$ cat src/rtl/easyaxi_wr_slv.sv
// AXI write-channel responder: one burst at a time into a word-addressed register memory.
// Optional feature macro EASYAXI_WR_WSTRB_EN: honour byte strobes (otherwise full-word writes).
`ifndef AXI_ID_W
`define AXI_ID_W 4
`endif
`ifndef AXI_ADDR_W
`define AXI_ADDR_W 32
`endif
`ifndef AXI_DATA_W
`define AXI_DATA_W 32
`endif
`ifndef AXI_LEN_W
`define AXI_LEN_W 8
`endif
`ifndef AXI_SIZE_W
`define AXI_SIZE_W 3
`endif
`ifndef AXI_BURST_W
`define AXI_BURST_W 2
`endif
`ifndef AXI_RESP_W
`define AXI_RESP_W 2
`endif

module easyaxi_wr_slv #(
    parameter int                     MEM_DEPTH = 64,
    parameter logic [`AXI_ADDR_W-1:0] MEM_BASE  = '0
) (
    input  logic                         clk,
    input  logic                         rst_n,
    input  logic                         enable,
    input  logic                         axi_slv_awvalid,
    output logic                         axi_slv_awready,
    input  logic [`AXI_ID_W-1:0]         axi_slv_awid,
    input  logic [`AXI_ADDR_W-1:0]       axi_slv_awaddr,
    input  logic [`AXI_LEN_W-1:0]        axi_slv_awlen,
    input  logic [`AXI_SIZE_W-1:0]       axi_slv_awsize,
    input  logic [`AXI_BURST_W-1:0]      axi_slv_awburst,
    input  logic                         axi_slv_wvalid,
    output logic                         axi_slv_wready,
    input  logic [`AXI_DATA_W-1:0]       axi_slv_wdata,
    input  logic [`AXI_DATA_W/8-1:0]     axi_slv_wstrb,
    input  logic                         axi_slv_wlast,
    output logic                         axi_slv_bvalid,
    input  logic                         axi_slv_bready,
    output logic [`AXI_ID_W-1:0]         axi_slv_bid,
    output logic [`AXI_RESP_W-1:0]       axi_slv_bresp,
    input  logic [$clog2(MEM_DEPTH)-1:0] dbg_idx,
    output logic [`AXI_DATA_W-1:0]       dbg_data
);

    localparam int AW         = `AXI_ADDR_W;
    localparam int DW         = `AXI_DATA_W;
    localparam int BYTES      = DW / 8;
    localparam int BYTE_SHIFT = $clog2(BYTES);
    localparam int IDX_W      = $clog2(MEM_DEPTH);
    localparam logic [AW:0] MEM_LIMIT = {1'b0, MEM_BASE} + (AW+1)'(MEM_DEPTH * BYTES);
    localparam logic [`AXI_BURST_W-1:0] BURST_INCR = `AXI_BURST_W'(1);
    localparam logic [`AXI_RESP_W-1:0]  RESP_OKAY  = `AXI_RESP_W'(0);
    localparam logic [`AXI_RESP_W-1:0]  RESP_SLV   = `AXI_RESP_W'(2);

    typedef enum logic [1:0] {
        S_IDLE = 2'd0,
        S_DATA = 2'd1,
        S_RESP = 2'd2
    } state_t;

    state_t                    state_r, state_nxt_s;
    logic                      run_r;
    logic [`AXI_ID_W-1:0]      id_r;
    logic [AW-1:0]             addr_r;
    logic [`AXI_LEN_W-1:0]     len_r, cnt_r;
    logic [`AXI_SIZE_W-1:0]    size_r;
    logic [`AXI_BURST_W-1:0]   burst_r;
    logic                      err_r, wrap_r;
    logic [DW-1:0]             mem_r [MEM_DEPTH];

    logic                      aw_hs_s, w_hs_s, b_hs_s, last_s;
    logic                      illegal_s, in_range_s, beat_err_s, wr_en_s, carry_s;
    logic [AW-1:0]             step_s, addr_nxt_s, off_s;
    logic [IDX_W-1:0]          idx_s;
    logic [BYTES-1:0]          strb_s;

    assign axi_slv_awready = run_r && (state_r == S_IDLE) && enable;
    assign axi_slv_wready  = (state_r == S_DATA);
    assign axi_slv_bvalid  = (state_r == S_RESP);
    assign axi_slv_bid     = id_r;
    assign axi_slv_bresp   = (state_r == S_RESP && err_r) ? RESP_SLV : RESP_OKAY;
    assign dbg_data        = mem_r[dbg_idx];

    assign aw_hs_s = axi_slv_awvalid && axi_slv_awready;
    assign w_hs_s  = axi_slv_wvalid && axi_slv_wready;
    assign b_hs_s  = axi_slv_bvalid && axi_slv_bready;

    // Per-beat address decode, legality and error classification.
    always_comb begin
        last_s     = (cnt_r == len_r);
        illegal_s  = burst_r[1] || (size_r > `AXI_SIZE_W'(BYTE_SHIFT));
        in_range_s = !wrap_r && (addr_r >= MEM_BASE) && ({1'b0, addr_r} < MEM_LIMIT);
        off_s      = addr_r - MEM_BASE;
        idx_s      = off_s[BYTE_SHIFT +: IDX_W];
        step_s     = {{(AW-1){1'b0}}, 1'b1} << size_r;
        {carry_s, addr_nxt_s} = {1'b0, addr_r} + {1'b0, step_s};
        beat_err_s = illegal_s || !in_range_s || (axi_slv_wlast != last_s);
        wr_en_s    = w_hs_s && !illegal_s && in_range_s;
`ifdef EASYAXI_WR_WSTRB_EN
        strb_s     = axi_slv_wstrb;
`else
        // Strobes are ignored; OR with the port keeps it tied into the logic.
        strb_s     = {BYTES{1'b1}} | axi_slv_wstrb;
`endif
    end

    // Next-state logic.
    always_comb begin
        state_nxt_s = state_r;
        case (state_r)
            S_IDLE:  if (aw_hs_s)           state_nxt_s = S_DATA; else state_nxt_s = S_IDLE;
            S_DATA:  if (w_hs_s && last_s)  state_nxt_s = S_RESP; else state_nxt_s = S_DATA;
            S_RESP:  if (b_hs_s)            state_nxt_s = S_IDLE; else state_nxt_s = S_RESP;
            default: state_nxt_s = S_IDLE;
        endcase
    end

    // State register; run_r keeps awready low until the first clock after reset.
    always_ff @(posedge clk or negedge rst_n) begin
        if (!rst_n) begin
            state_r <= S_IDLE;
            run_r   <= 1'b0;
        end else begin
            state_r <= state_nxt_s;
            run_r   <= 1'b1;
        end
    end

    // Burst context: latched on AW, advanced on each accepted W beat.
    always_ff @(posedge clk or negedge rst_n) begin
        if (!rst_n) begin
            id_r    <= '0;
            addr_r  <= '0;
            len_r   <= '0;
            size_r  <= '0;
            burst_r <= '0;
            cnt_r   <= '0;
            err_r   <= 1'b0;
            wrap_r  <= 1'b0;
        end else if (aw_hs_s) begin
            id_r    <= axi_slv_awid;
            addr_r  <= axi_slv_awaddr;
            len_r   <= axi_slv_awlen;
            size_r  <= axi_slv_awsize;
            burst_r <= axi_slv_awburst;
            cnt_r   <= '0;
            err_r   <= 1'b0;
            wrap_r  <= 1'b0;
        end else if (w_hs_s) begin
            cnt_r <= cnt_r + `AXI_LEN_W'(1);
            err_r <= err_r || beat_err_s;
            if (burst_r == BURST_INCR) begin
                addr_r <= addr_nxt_s;
                wrap_r <= wrap_r || carry_s;
            end else begin
                addr_r <= addr_r;
                wrap_r <= wrap_r;
            end
        end else begin
            cnt_r <= cnt_r;
        end
    end

    // Register memory with byte-lane writes.
    always_ff @(posedge clk or negedge rst_n) begin
        if (!rst_n) begin
            for (int i = 0; i < MEM_DEPTH; i++) mem_r[i] <= '0;
        end else if (wr_en_s) begin
            for (int b = 0; b < BYTES; b++) begin
                if (strb_s[b]) mem_r[idx_s][8*b +: 8] <= axi_slv_wdata[8*b +: 8];
            end
        end else begin
            mem_r <= mem_r;
        end
    end

endmodule

$ cat config.mk
export PLATFORM = sky130hd
export DESIGN_NAME = easyaxi_wr_slv
export DESIGN_NICKNAME = d
export VERILOG_FILES = /design/src/rtl/easyaxi_wr_slv.sv
export SDC_FILE = /design/constraint.sdc
export NUM_CORES = 2
export LEC_CHECK = 0
export ABC_AREA = 1
export ABC_CLOCK_PERIOD_IN_PS = 4500
export BUFFER_PORTS_ARGS = -buffer_cell sky130_fd_sc_hd__buf_2
export CAP_MARGIN = 10
export CORE_UTILIZATION = 45
export DETAILED_ROUTE_END_ITERATION = 6
export GPL_ROUTABILITY_DRIVEN = 0
export SLEW_MARGIN = 40
export SYNTH_ARGS = -nofsm -noshare
export SYNTH_HDL_FRONTEND = slang
export SYNTH_SLANG_ARGS = --single-unit
$ cat constraint.sdc
create_clock -name clk -period 4.5 [get_ports clk]
set_clock_uncertainty 0.2 [all_clocks]
set_input_delay 0.9 -clock clk [delete_from_list [all_inputs] [get_ports clk]]
set_output_delay 0.9 -clock clk [all_outputs]
set_load 0.05 [all_outputs]
# --- Word-level counts from Yosys, hierarchy flattened ---
# Cells that the tools add are included.
word_totals:
  latch_bits: 0
  output_inout_bits: 41
  ramBits: 0
  word_cells: 147
  in_bits: 98
  romBits: 0
  regBits: 2110
  memories: 0
op_classes:
  n_reduce_logical: 24
  addsub: 2
  bitwise: 2
  n_div: 0
  n_mul: 0
  shifts: 1
  eq_ne: 5
  n_mux: 33
  magnitude_cmp: 6
op_table:
  columns: ["cell", "n"]
  rows:
  - ["$bwmux 2048", 4]
  - ["$mux 2048", 3]
  - ["$demux 32 s6", 4]
  - ["$bmux 32 s6", 1]
  - ["$mux 32", 6]
  - ["$add 32x32->33", 1]
  - ["$ge 32x1->1 const B", 1]
  - ["$lt 32x9->1 const B", 1]
  - ["$shl 1x3->32 const A", 1]
  - ["$mux 24", 1]
  - ["$mux 8", 3]
  - ["$mux 16", 1]
  - ["$ge 7x7->1 const B", 2]
  - ["$not 6->7", 2]
  - ["$logic_and 1x1->1", 12]
  - ["$add 8x1->8 const B", 1]
  - ["$eq 8x8->1", 1]
  - ["$lt 7x1->1 const B", 1]
  - ["$mux 1", 6]
  - ["$mux 2", 3]
  - ["$pmux 2 s3", 1]
  - ["$logic_or 1x1->1", 5]
  - ["$eq 2x1->1 const B", 2]
  - ["$reduce_bool 2->1", 2]
  - ["6 further kinds", 8]

# --- Longest topological paths before layout ---
logic_depth:
  ltp_word: 12
  mapped_depth: 15
  mapped_depth_nobuf: 15

# --- Worst setup path before layout ---
# No wires, ideal clock.
synth_timing:
  path_kind: "input to output"
  start: "input dbg_idx[0]"
  end: "output dbg_data[26]"
  n_path_buf: 4
  t_required_ps: 3400
  arrival_ps: 2615
  stages: 13
  setup_slack_ps: 785
  path_cell_list: "buf_2 inv_2 buf_2 clkbuf_1 clkbuf_1 nand2_1 nand3_1 nand3_1 nand3_1 nand3_1 nand2_1 nand2_1 nand2_1"
synth_via:
  elab_chain_cells: 4
synth_rtl:
  columns: ["item", "line", "source"]
  rows:
  - ["start, declared", "48", "input logic [$clog2(MEM_DEPTH)-1:0] dbg_idx,"]
  - ["$not 6->7 (not written as such)", "89", "assign dbg_data = mem_r[dbg_idx];"]
  - ["$bmux 32 s6", "89", null]
  - ["$mux 32 (not written as such) (2 in series)", "89", null]
  - ["end, declared", "49", "output logic [`AXI_DATA_W-1:0] dbg_data"]
# No other way between the ends. The select of a mux whose other input is x is not followed.

# --- Worst setup path after layout ---
layout_timing:
  start: "input dbg_idx[0]"
  end: "output dbg_data[29]"
# Same word-level chain as after synthesis.

==> metrics.md <==
| Metric | Value |
|---|---|
| WL/cell | `20.61 um` |
| NumNets Final | `12.39k` |
| Fillcell total | `20.76k` |
| Count of input and output buffers | `133` |
| Multiplexer share of the synthesized area | `0%` |
| FF+latch count, synth | `2,110` |
| GRT overflow | `0` |
| Simple-gate share of the synthesized area | `30.86%` |
| Slew Viols, Final | `0` |
| Final Util | `50.93%` |
| Commonest non-fill, non-tap cell in the layout | `nand2_1` |
| Static Leak | `48.22 nW` |
| Worst Tran Pin Value | `0.9142 ns` |
| Pre-CTS setup slack | `0.2530 ns` |
| Starting Density | `45.46%` |
| Design area | `0.1110 sq mm` |
| GRT Resource Usage Total | `28.30%` |
| First drt pass iteration count | `6` |
| Tightest Hold Check Type | `in2reg` |
| CTS tree | `done` |
| Syn Area/Cell | `7.861 sq um` |
| Worst hold slack | `0.05669 ns` |
| Final worst-path cycle share | `95.50%` |
| # rows | `171` |
| Seq pwr share | `45.3%` |
| Syn Inst Count | `12.61k` |
| Worst Min Path Start | `axi_slv_awlen[1]` |
| Reg2reg setup slack | `1.24 ns` |
| R2R Path Start | `addr_r[15]` |
| Layout area overhead | `12.04%` |
| Fin cells | `15.31k` |
| Core area | `0.2180 sq mm` |
| Die area | `0.2221 sq mm` |
| Yosys warns | `0` |
| Worst Hold Depth | `3` |
| Final setup vio count | `0` |
| DRT antenna net count | `0` |
| Die width | `471.3 um` |
| Overall power | `43.16 mW` |
| Synth Area in Compound Gates | `10.69%` |
| Largest net degree at the start of global routing | `140` |
| WHS Endpoint | `len_r[1]` |
| # Max-Cap Violations | `0` |
| Resized Gates After CTS | `0` |
| Via density per instance | `5.622` |
| Crit end category | `output port` |
| H-tree depth | `4` |
| VDD IR-drop max | `0.3376 mV` |
| Clock Path Buffers | `3` |
| Initial DRC count | `8,914` |
| Fin Setup TNS | `0 ns` |
| Comb pwr share | `11.5%` |
| Worst R2R End | `mem_r[2017]` |
| CTS root buffer | `clkbuf_16` |
| DP HPWL | `186,700 um` |
| CP Data Arrival Time | `3.20 ns` |
| Sequential fraction of the synthesis area | `53.28%` |
| Vias in the first global route | `82.68k` |
| Reg clk slew, reported paths | `0.06 ns` |
| Most frequent cells in the layout | `4,975 x nand2_1, 2,110 x dfrtp_1, 1,968 x nand3_1` |
| Top-Level Pins | `139` |
| Num Clock Sinks | `2,110` |
| Routed Wire Length | `315,700 um` |
| Post-route minimum period | `4.297 ns` |
| Reg2Reg Depth | `9` |
| RSZ-0062 raised after global routing | `no` |
| Die Ht | `471.3 um` |
| Num CTS Buffers | `223` |
| Clk network pwr share | `43.1%` |
| Placed cell count | `14.88k` |
| Via count | `86.09k` |
| Switch Pwr | `11.89 mW` |
| Synth Net Count | `12.72k` |
| Number of antenna violations at the first check in global routing | `0` |
| Fmax | `232.7 MHz` |
| Residual DRC | `0` |
| Global-route wire length before repair | `493,600 um` |
| Register area | `0.05280 sq mm` |
| Slew HR | `39.06%` |
| Setup CP Type | `in2out` |
| Area of the multi-input gates | `0.04150 sq mm` |
| CP Launch Type | `input port` |
| Required @ worst endpoint | `3.40 ns` |
| Cell variety after synth | `41` |
| Hold Fails Final Rpt | `0` |
| Status | `finished, final reports clean` |
| Share of layout cells above drive strength 1 | `8.011%` |
| Post-DP Area | `0.1033 sq mm` |
| Worst-path fanout max | `37` |
| Int Pwr | `31.26 mW` |
| Largest family of logic cells by synthesized area | `simple AND/OR/NAND/NOR gates` |
| Min setup slack post-route | `0.2027 ns` |
| PwrDens | `388.7 mW/mm^2` |
| Post-synthesis xor/xnor area fraction | `0.08838%` |
| Worst-Skew Late Latency | `0.86 ns` |
| Synth Cell Area | `0.09910 sq mm` |
| Net Sw Frac | `27.55%` |
| Synth Area in Adders | `0.1338%` |
==> Yosys cell counts <==
master    count  area (sq um)
fa_1          1         20.02
buf_6         2         22.52
o221ai_1      7         61.31
buf_2       212          1061
nor2_8        2         40.04
inv_2        16         60.06
buf_8         1         15.01
nor2_4       25         281.5
nor3b_1       2         15.01
nand4_1      16         100.1
a211oi_1      1         7.510
a21oi_1       9         45.04
conb_1        2         7.510
clkbuf_1    744          2793
ha_1          9         112.6
o211ai_1      3         22.52
dfrtp_1    2110         52800
nand2_1    4975         18670
xnor2_1       6         52.55
o22ai_1       1         6.260
buf_12        3         60.06
nor3_2        6         60.06
buf_4        16         120.1
clkinv_1     25         93.84
inv_1       102         382.9
nand3_4      37         648.1
nor2_2       32         200.2
nand3_2      26         260.3
o21ai_1    1406          7037
nor3_4        4         65.06
nor2_1       50         187.7
o21ai_0     675          3378
inv_4         1         6.260
nand4_2       8         100.1
nand3_1    1968          9849
and2_1        1         6.260
buf_1        75         281.5
nor3_1       19         95.09
o21bai_1      4         30.03
xor2_1        4         35.03
a21o_1        1         7.510
==> worst max path at each step <==
| stage | from | to | slack [ns] | cells after the start |
|---|---|---|---|---|
| 2_1_floorplan | dbg_idx[0] | dbg_data[26] | 0.78 | 13 |
| 3_3_place_gp | dbg_idx[0] | dbg_data[17] | 0.21 | 12 |
| 3_5_place_dp | dbg_idx[0] | dbg_data[29] | 0.25 | 13 |
| 4_1_cts | dbg_idx[0] | dbg_data[29] | 0.24 | 13 |
| 5_1_grt | dbg_idx[0] | dbg_data[29] | 0.11 | 13 |
| 6_report | dbg_idx[0] | dbg_data[29] | 0.20 | 13 |
==> cell families (layout without fill, tap and decap cells) <==
family                     after synthesis  in the layout
AOI/OAI and AO/OA                     2107           2107
xor gates and xnor gates                10             10
adders and majority gates               10             10
buffers and inverters                 1197           1048
DFF                                   2110           2110
other                                    2              4
and+or+nand+nor                       7171           7171
==> layout make-up <==
type	count	share of cell area, %
sequential	2110	47.55
multi-input combinational	9300	37.38
clock buffer	345	5.947
timing repair buffer	498	4.663
tap	2854	3.216
clock inverter	61	0.6795
inverter	144	0.5556
antenna	2	0.004508
==> routing by layer <==
metal	vias up	share of wire, %	track usage [%]
met5	-	0	0
met4	0	3.4	9.670
met3	545	6.8	3.695
met2	3157	46	45.31
met1	41590	44	39.56
li1	40790	-	-
==> worst max-delay path, stage by stage <==
cell and delay [ns]:
buf_8 0.17, inv_8 0.28, buf_12 0.24, buf_4 0.35
nand2_1 0.08, nand3_1 0.09, nand3_1 0.12, nand3_1 0.12
nand3_1 0.07, nand2_1 0.14, nand2_1 0.08, nand2_1 0.18
buf_2 0.30
==> power groups by stage <==
stage / combinational (mW) / sequential [mW] / clock (mW)
finish: 4.98 / 19.6 / 18.6
floorplan: 2.87 / 19.8 / 0
detailed placement: 4.96 / 19.9 / 0
CTS: 4.98 / 19.6 / 18.9
global route: 5.40 / 19.6 / 19.7
global placement: 4.91 / 19.9 / 0
==> timing repair <==
action,in CTS,in global routing
hold buffers,21,0
setup buffers,0,0
setup endpoints to repair,0,0
hold endpoints to repair,68,0
==> state kept, by name, indices dropped and copies added (netlist names) <==
| register | cells |
|---|---|
| cnt_r | 8 |
| mem_r | 2048 |
| axi_slv_bid | 4 |
| burst_r | 2 |
| wrap_r | 1 |
| size_r | 3 |
| addr_r | 32 |
| err_r | 1 |
| state_r | 2 |
| len_r | 8 |
| run_r | 1 |
No activity file was read; power rests on OpenSTA's default activity.
